**src/rtl/pipeline_pkg.sv**
```systemverilog
// Shared types and constants for the generic inter-stage pipeline register.
// The skid behaviour is selected at build time with the PIPE_SKID_EN macro.
package pipeline_pkg;

    localparam int PIPE_DATA_W = 32;
    localparam int PIPE_RD_W   = 4;

    // Payload carried through a stage at the default core widths
    typedef struct packed {
        logic [PIPE_RD_W-1:0]   rd;
        logic [PIPE_DATA_W-1:0] data;
        logic                   we;
    } stage_payload_t;

    // Occupancy of the stage: nothing held, main slot only, main and skid
    typedef enum logic [1:0] {
        EMPTY = 2'd0,
        ONE   = 2'd1,
        TWO   = 2'd2
    } skid_state_t;

    // Flattened width of an rd/data/we payload
    function automatic int payload_width(input int rd_w, input int data_w);
        return rd_w + data_w + 1;
    endfunction

endpackage

```
**src/rtl/pipeline_slot.sv**
```systemverilog
// One payload register with a valid bit. Clear wins over load so a flush
// always empties the slot; the payload bits are only zeroed by reset.
module pipeline_slot
    import pipeline_pkg::*;
#(
    parameter int W = payload_width(PIPE_RD_W, PIPE_DATA_W)
) (
    input  logic         clk,
    input  logic         rst,
    input  logic         load,
    input  logic         clear,
    input  logic [W-1:0] d,
    output logic         valid,
    output logic [W-1:0] q
);

    // Hold, load or drop the stored payload
    always_ff @(posedge clk) begin
        if (rst) begin
            valid <= 1'b0;
            q     <= '0;
        end else if (clear) begin
            valid <= 1'b0;
        end else if (load) begin
            valid <= 1'b1;
            q     <= d;
        end
    end

endmodule

```
**src/rtl/pipeline_skid_register.sv**
```systemverilog
// Generic valid/ready stage register with flush and write-enable gating.
// Build option PIPE_SKID_EN: adds a skid slot so in_ready is registered and
// has no combinational path from out_ready; without it a single slot is used
// and in_ready = out_ready || !out_valid.
module pipeline_skid_register
    import pipeline_pkg::*;
#(
    parameter int DATA_W = PIPE_DATA_W,
    parameter int RD_W   = PIPE_RD_W
) (
    input  logic              clk,
    input  logic              rst,
    input  logic              in_valid,
    output logic              in_ready,
    input  logic [RD_W-1:0]   in_rd,
    input  logic [DATA_W-1:0] in_data,
    input  logic              in_we,
    input  logic              flush,
    output logic              out_valid,
    input  logic              out_ready,
    output logic [RD_W-1:0]   out_rd,
    output logic [DATA_W-1:0] out_data,
    output logic              out_we
);

    localparam int PW = payload_width(RD_W, DATA_W);

    // Same layout as stage_payload_t, but at this instance's widths
    typedef struct packed {
        logic [RD_W-1:0]   rd;
        logic [DATA_W-1:0] data;
        logic              we;
    } payload_t;

    payload_t    in_pl;
    payload_t    main_d;
    payload_t    main_q;
    logic [PW-1:0] main_q_raw;
    logic        main_valid;
    logic        main_load;
    logic        main_clear;
    logic        accept;
    logic        leave;
    skid_state_t state;
    skid_state_t state_next;

    // An invalid upstream beat never carries a write request
    assign in_pl  = '{rd: in_rd, data: in_data, we: in_we & in_valid};
    assign accept = in_valid & in_ready;
    assign leave  = main_valid & out_ready;

    assign main_q    = payload_t'(main_q_raw);
    assign out_valid = main_valid;
    assign out_rd    = main_q.rd;
    assign out_data  = main_q.data;
    assign out_we    = main_valid & main_q.we;

    pipeline_slot #(.W(PW)) u_main (
        .clk   (clk),
        .rst   (rst),
        .load  (main_load),
        .clear (main_clear),
        .d     (main_d),
        .valid (main_valid),
        .q     (main_q_raw)
    );

`ifdef PIPE_SKID_EN
    logic          skid_valid;
    logic          skid_load;
    logic          skid_clear;
    logic [PW-1:0] skid_q_raw;
    logic          in_ready_q;

    pipeline_slot #(.W(PW)) u_skid (
        .clk   (clk),
        .rst   (rst),
        .load  (skid_load),
        .clear (skid_clear),
        .d     (in_pl),
        .valid (skid_valid),
        .q     (skid_q_raw)
    );

    assign in_ready = in_ready_q;

    // State register; in_ready is precomputed from the next occupancy
    always_ff @(posedge clk) begin
        if (rst) begin
            state      <= EMPTY;
            in_ready_q <= 1'b1;
        end else begin
            state      <= state_next;
            in_ready_q <= (state_next != TWO);
        end
    end

    // Occupancy transitions and slot steering; a leaving main is refilled
    // from the skid slot before any new input is taken
    always_comb begin
        state_next = state;
        main_load  = 1'b0;
        main_clear = 1'b0;
        main_d     = in_pl;
        skid_load  = 1'b0;
        skid_clear = 1'b0;
        if (flush) begin
            state_next = EMPTY;
            main_clear = 1'b1;
            skid_clear = 1'b1;
        end else begin
            case (state)
                EMPTY: begin
                    if (accept) begin
                        state_next = ONE;
                        main_load  = 1'b1;
                    end
                end
                ONE: begin
                    if (accept && !leave) begin
                        state_next = TWO;
                        skid_load  = 1'b1;
                    end else if (!accept && leave) begin
                        state_next = EMPTY;
                        main_clear = 1'b1;
                    end else if (accept && leave) begin
                        main_load  = 1'b1;
                    end
                end
                TWO: begin
                    if (leave && skid_valid) begin
                        state_next = ONE;
                        main_load  = 1'b1;
                        main_d     = payload_t'(skid_q_raw);
                        skid_clear = 1'b1;
                    end
                end
                default: state_next = EMPTY;
            endcase
        end
    end
`else
    assign in_ready = out_ready | ~main_valid;

    // State register for the single-slot build
    always_ff @(posedge clk) begin
        if (rst) begin
            state <= EMPTY;
        end else begin
            state <= state_next;
        end
    end

    // Single slot: refill on accept, drain when the beat leaves unreplaced
    always_comb begin
        state_next = state;
        main_load  = 1'b0;
        main_clear = 1'b0;
        main_d     = in_pl;
        if (flush) begin
            state_next = EMPTY;
            main_clear = 1'b1;
        end else begin
            case (state)
                EMPTY: begin
                    if (accept) begin
                        state_next = ONE;
                        main_load  = 1'b1;
                    end
                end
                ONE: begin
                    if (accept) begin
                        main_load  = 1'b1;
                    end else if (leave) begin
                        state_next = EMPTY;
                        main_clear = 1'b1;
                    end
                end
                default: state_next = EMPTY;
            endcase
        end
    end
`endif

endmodule
```
**config.mk**
```make
export PLATFORM = sky130hd
export DESIGN_NAME = pipeline_skid_register
export DESIGN_NICKNAME = d
export VERILOG_FILES = /design/src/rtl/pipeline_pkg.sv /design/src/rtl/pipeline_slot.sv /design/src/rtl/pipeline_skid_register.sv
export SDC_FILE = /design/constraint.sdc
export NUM_CORES = 1
export LEC_CHECK = 0
export CORE_ASPECT_RATIO = 1.25
export CORE_UTILIZATION = 40
export CTS_BUF_LIST = sky130_fd_sc_hd__clkbuf_4
export CTS_CLUSTER_SIZE = 20
export DETAILED_ROUTE_END_ITERATION = 7
export GPL_TIMING_DRIVEN = 0
export PLACE_DENSITY = 0.8
export SLEW_MARGIN = 20
export SYNTH_ARGS = -nofsm -noshare
export SYNTH_HDL_FRONTEND = slang
export SYNTH_SLANG_ARGS = --single-unit
```
**constraint.sdc**
```tcl
create_clock -name clk -period 1.1 [get_ports clk]
set_input_delay 0.11 -clock clk [delete_from_list [all_inputs] [get_ports clk]]
set_output_delay 0.11 -clock clk [all_outputs]
set_load 0.01 [all_outputs]
```
[Word level (Yosys, flattened, before mapping)]
Cells that the tools add are included.
Operators by class
  multiplexer cells: 11
  bitwise operators: 7
  eq/ne operators: 4
  reductions and logical operators: 6
Operator list (count)
  1-bit 2-to-1 mux: 7
  2-bit 2-to-1 mux: 3
  2-bit inequality test (second input constant): 3
  2-bit OR reduction: 3
  1-bit bitwise AND: 4
  2-bit case mux with 2 select lines: 1
  3-bit AND reduction: 1
  2-bit by 1-bit equality test with 1-bit output (second input constant): 1
  2-bit logical NOT: 1
  1-bit inverter: 2
  2-bit AND reduction: 1
  1-bit bitwise OR: 1
Storage, ports and cells
  input port bits: 42
  register bits: 40
  output and inout bits: 39

[Logic depth before layout (Yosys ltp)]
  word-level depth: 8
  gate-level depth with buffers: 5

[Hierarchy]
A second synthesis with hierarchy kept.
Second synthesis, totals
  cells, all modules: 183
  area, all modules: 2075.7 sq um
Modules (own cells, without submodules)
  pipeline_slot: area an instance 1985.7 sq um, sequential area each 760.7 sq um, instances 1, cells an instance 172
  pipeline_skid_register: area an instance 90.1 sq um, sequential area each 20.0 sq um, instances 1, cells an instance 11

[Worst setup path after synthesis]
No wires, ideal clock.
  kind: register -> register
  from: register u_main.valid
  to: register u_main.q[0]
  required time: 1.030 ns
  setup slack: -0.171 ns
  library setup time: 0.070 ns
  clock period less this slack: 1.271 ns
  arrival time: 1.201 ns
  cell stages (with the launch flop): 6
  cells stage by stage: dfxtp_1 -> nor2b_4 -> buf_6 -> clkbuf_1 -> o21ai_1 -> a21oi_1
Between the ends
  cells in the longest elaborated chain, start to end: 8
  elaborated cells on any way between the ends: 13
RTL lines
  from (decl): RTL line pipeline_slot.sv:13  | output logic valid,
  from (signal assigned): RTL line pipeline_slot.sv:20  | valid <= 1'b0;
  from (signal assigned): RTL line pipeline_slot.sv:23  | valid <= 1'b0;
  from (signal assigned): RTL line pipeline_slot.sv:25  | valid <= 1'b1;
  1-bit inverter: RTL line pipeline_skid_register.sv:143  | assign in_ready = out_ready | ~main_valid;
  1-bit bitwise OR: RTL line pipeline_skid_register.sv:143
  1-bit bitwise AND: RTL line pipeline_skid_register.sv:49  | assign accept = in_valid & in_ready;
  1-bit 2-to-1 mux: RTL line pipeline_skid_register.sv:172  | if (accept) begin
  1-bit 2-to-1 mux: RTL line pipeline_skid_register.sv:164  | case (state)
  1-bit 2-to-1 mux: RTL line pipeline_skid_register.sv:160  | if (flush) begin
  1-bit inverter (no source line)
  2-bit AND reduction (no source line) (*)
  to (signal assigned): RTL line pipeline_slot.sv:21  | q <= '0;
  to (signal assigned): RTL line pipeline_slot.sv:26  | q <= d;
  to (decl): RTL line pipeline_slot.sv:14  | output logic [W-1:0] q
Mark *: on every way between the ends. The rest lies on a longest branch, timed or not.
A chain may end at the register's enable or synchronous reset.

[Worst setup path after layout]
  from: register u_main.valid
  to: register u_main.q[33]
Same word-level chain as after synthesis.

==> impl_results.md <==
* Outcome: complete, but fails checks
* Failing checks: design-rule violations, negative setup slack
* Worst r2r dst: u_main.q[33]
* Initial antenna violation count at 0
* Switching power at 0.7307 mW
* Critical-path top delay cell: or3b_4
* Die ar. at 0.005152 mm^2
* Pre-CTS setup slack at -0.5336 ns
* Vias at 1795
* Clock share of power at 25.2%
* Min-delay worst type: input port to flip-flop
* Sequential element share of the synthesized area at 40.10%
* Row cnt at 28
* Sequential share of power at 53.1%
* PortBufs at 79
* Post-route DRC at 1
* Post-DRT Antenna Nets at 0
* Area growth syn-to-layout at 49.94%
* WL final at 4674 um
* Share of layout cells above drive strength 1 at 53.82%
* Worst Tran Pin Value at 0.5633 ns
* Peak VDD IR at 578.8 uV
* Maximum clock rate at 0.7430 GHz
* Fin area at 0.002919 mm^2
* End of the critical path: u_main.q[33]
* Pre-antenna DRT Iters at 6
* CP Buf/Inv Count at 2
* Fill cells at 439
* Global-route wire length before repair at 7307 um
* Skew final at 0.002849 ns
* Cell Pwr Density at 979.8 mW/mm^2
* Logic pwr share at 21.7%
* Root buffer cell: clkbuf_4
* Dominant cell type by area after synthesis: dfxtp_1
* Initial core utilization at 41.47%
* Max cap viols at 0
* Core area at 0.004695 mm^2
* Vias in the first global route at 1693
* Crit path max-delay family: simple AND/OR/NAND/NOR gates
* Critical Path Fanout Max at 10
* Final Slew Violations at 0
* RR Startpoint: u_main.valid
* Total GRT Usage at 18.21%
* Final period utilization at 122.3%
* Hold Fails Final Rpt at 0
* Type of origin of the critical path: flip-flop
* Clock Path Buffers at 2
* Clock Latency Late Sink at 0.35 ns
* Cts hold-fix bufs at 0
* Reg2Reg Depth at 5
* Leak at 1.262 nW
* Synth Area per Inst at 8.972 um^2
* CP Depth at 5
* Max stage delay on crit path at 0.39 ns
* Setup crit end kind: flip-flop
* Final HPWL DP at 3145 um
* Pin count of the biggest net entering global routing at 12
* Req. time, crit path at 1.38 ns
* Sink Count at 39
* Final WS setup at -0.2458 ns
* Total inserted antenna cells at 0
* Post-DP Area at 0.002815 mm^2
* I/O Pins at 81
* CTS Buf Count at 5
* Vias per cell at 4.799
* CTS tree: built
* Netlist cell types at 18
* Top post-synthesis cells by area: dfxtp_1, or3b_1, buf_4, a21oi_1, o21ai_1
* GPL Wtd Cong at 0.7069
* Mapped Cells at 217
* RSZ-0062 raised after global routing: yes
* Crit-path cells: nor2b_4, buf_6, buf_8, or3b_4, a21oi_2
* Synthesis-stage register bit count at 39
* Post-Synthesis Net Count at 259
* Slack of the worst reg-to-reg path at -0.25 ns
* Worst hold start: rst
* Relative slew slack at 62.45%
* H-Tree Level Count at 2
* Starting DRT DRC Count at 91
* Aggregate global routing overflow at 0
* Fin crit period at 1.346 ns
* Clock-pin slew on the worst setup and hold paths at 0.11 ns
* DIE WIDTH at 64.40 um
* Critical Path Start: u_main.valid
* Synthesized area at 0.001947 mm^2
* Final setup violation count at 40
* Pwr Total at 2.860 mW
* Synth top area share at 40.10%
* Cell internal pwr at 2.129 mW
* CP Class: flip-flop to flip-flop
* Die H at 80 um
* WL/cell at 12.50 um
* Sw Ratio at 25.55%
* Arrival @ worst endpoint at 1.63 ns
* Nets at 355
* Warning count from the yosys run at 0
[stage by stage]
step | hold WS (ns) | setup TNS, ns | util (%) | cells
finish | 0.1808 | -8.084 | 62.18 | 374
detailed placement | 0.4670 | -18.60 | 59.97 | 356
floorplan | 0.1818 | -4.063 | - | 217
global route | 0.1904 | -9.823 | 62.18 | 374
CTS | 0.1352 | -8.490 | 59.91 | 371
global placement | 0.4615 | -17.98 | 59.97 | 356
[power groups by stage]
stage / sequential, mW / clock [mW] / combinational [mW]
2_1_floorplan: 1.53 / 0 / 0.311
3_3_place_gp: 1.54 / 0 / 0.611
3_5_place_dp: 1.54 / 0 / 0.618
4_1_cts: 1.52 / 0.740 / 0.583
5_1_grt: 1.53 / 0.813 / 0.669
6_report: 1.52 / 0.720 / 0.621
[layout make-up]
class	instances	area, um^2	area share [%]
flip-flops and latches	39	829.5	28.42
well taps	60	75.07	2.572
clock buffers	6	45.04	1.543
repair buffers	89	698.2	23.92
multi-input cells	121	832.0	28.50
clock inverters	2	7.507	0.2572
plain buffers	56	425.4	14.57
inverters	1	6.256	0.2143
[sequential cells by signal, summed over array words and instances (netlist names)]
name and count:
u_main.valid 1, u_main.q 37, state 1
[cell usage after synthesis, drive strengths merged]
master / instances
a21oi: 39
and2: 1
buf: 48
clkbuf: 8
dfxtp: 39
inv: 1
nand2: 2
nand2b: 1
nor2: 1
nor2b: 1
nor3: 1
nor4: 1
o21ai: 37
or3b: 37
[per-layer routing]
layer	track usage (%)	wire, um
met1	20.79	1956
met2	32.21	2437
met3	2.714	184
met4	9.778	95
met5	0	0
[worst min path at each step]
stage	to	slack (ns)	cells past startpoint
finish	u_main.q[19]	0.18	2
CTS	u_main.q[1]	0.14	2
global placement	u_main.q[25]	0.46	2
global route	u_main.q[6]	0.19	2
floorplan	u_main.valid	0.18	1
detailed placement	u_main.q[28]	0.47	2
[what timing repair did]
item / 4_1_cts / 5_1_grt
gates resized for setup: 189 / 41
pin swaps: 28 / 18
endpoints found under the setup margin: 77 / 44
gates cloned: 1 / 0
setup buffers: 6 / 3
[cell families after synthesis]
group | count (synthesis) | share of synthesized area (%)
AOI/OAI and AO/OA | 76 | 19.54
and+or+nand+nor | 45 | 19.15
DFF | 39 | 40.10
buffers and inverters | 57 | 21.21
[placed cells by master, fill, tap and decap left out]
master and count:
buf_4 42, clkdlybuf4s50_1 40, buf_2 36, dfxtp_2 36, or3b_1 30, a21oi_1 25
o21ai_1 24, buf_6 14, a21oi_2 14, o21ai_0 13, clkbuf_2 8, or3b_4 7
clkbuf_4 6, clkbuf_1 4, nand2_1 2, clkinv_1 2, dfxtp_1 2, and2_4 1
nor2b_4 1, inv_4 1, nand2b_1 1, buf_8 1, nor3_1 1, nor2_1 1
nor4_2 1, dfxtp_4 1
No activity file was read; power rests on OpenSTA's default activity.
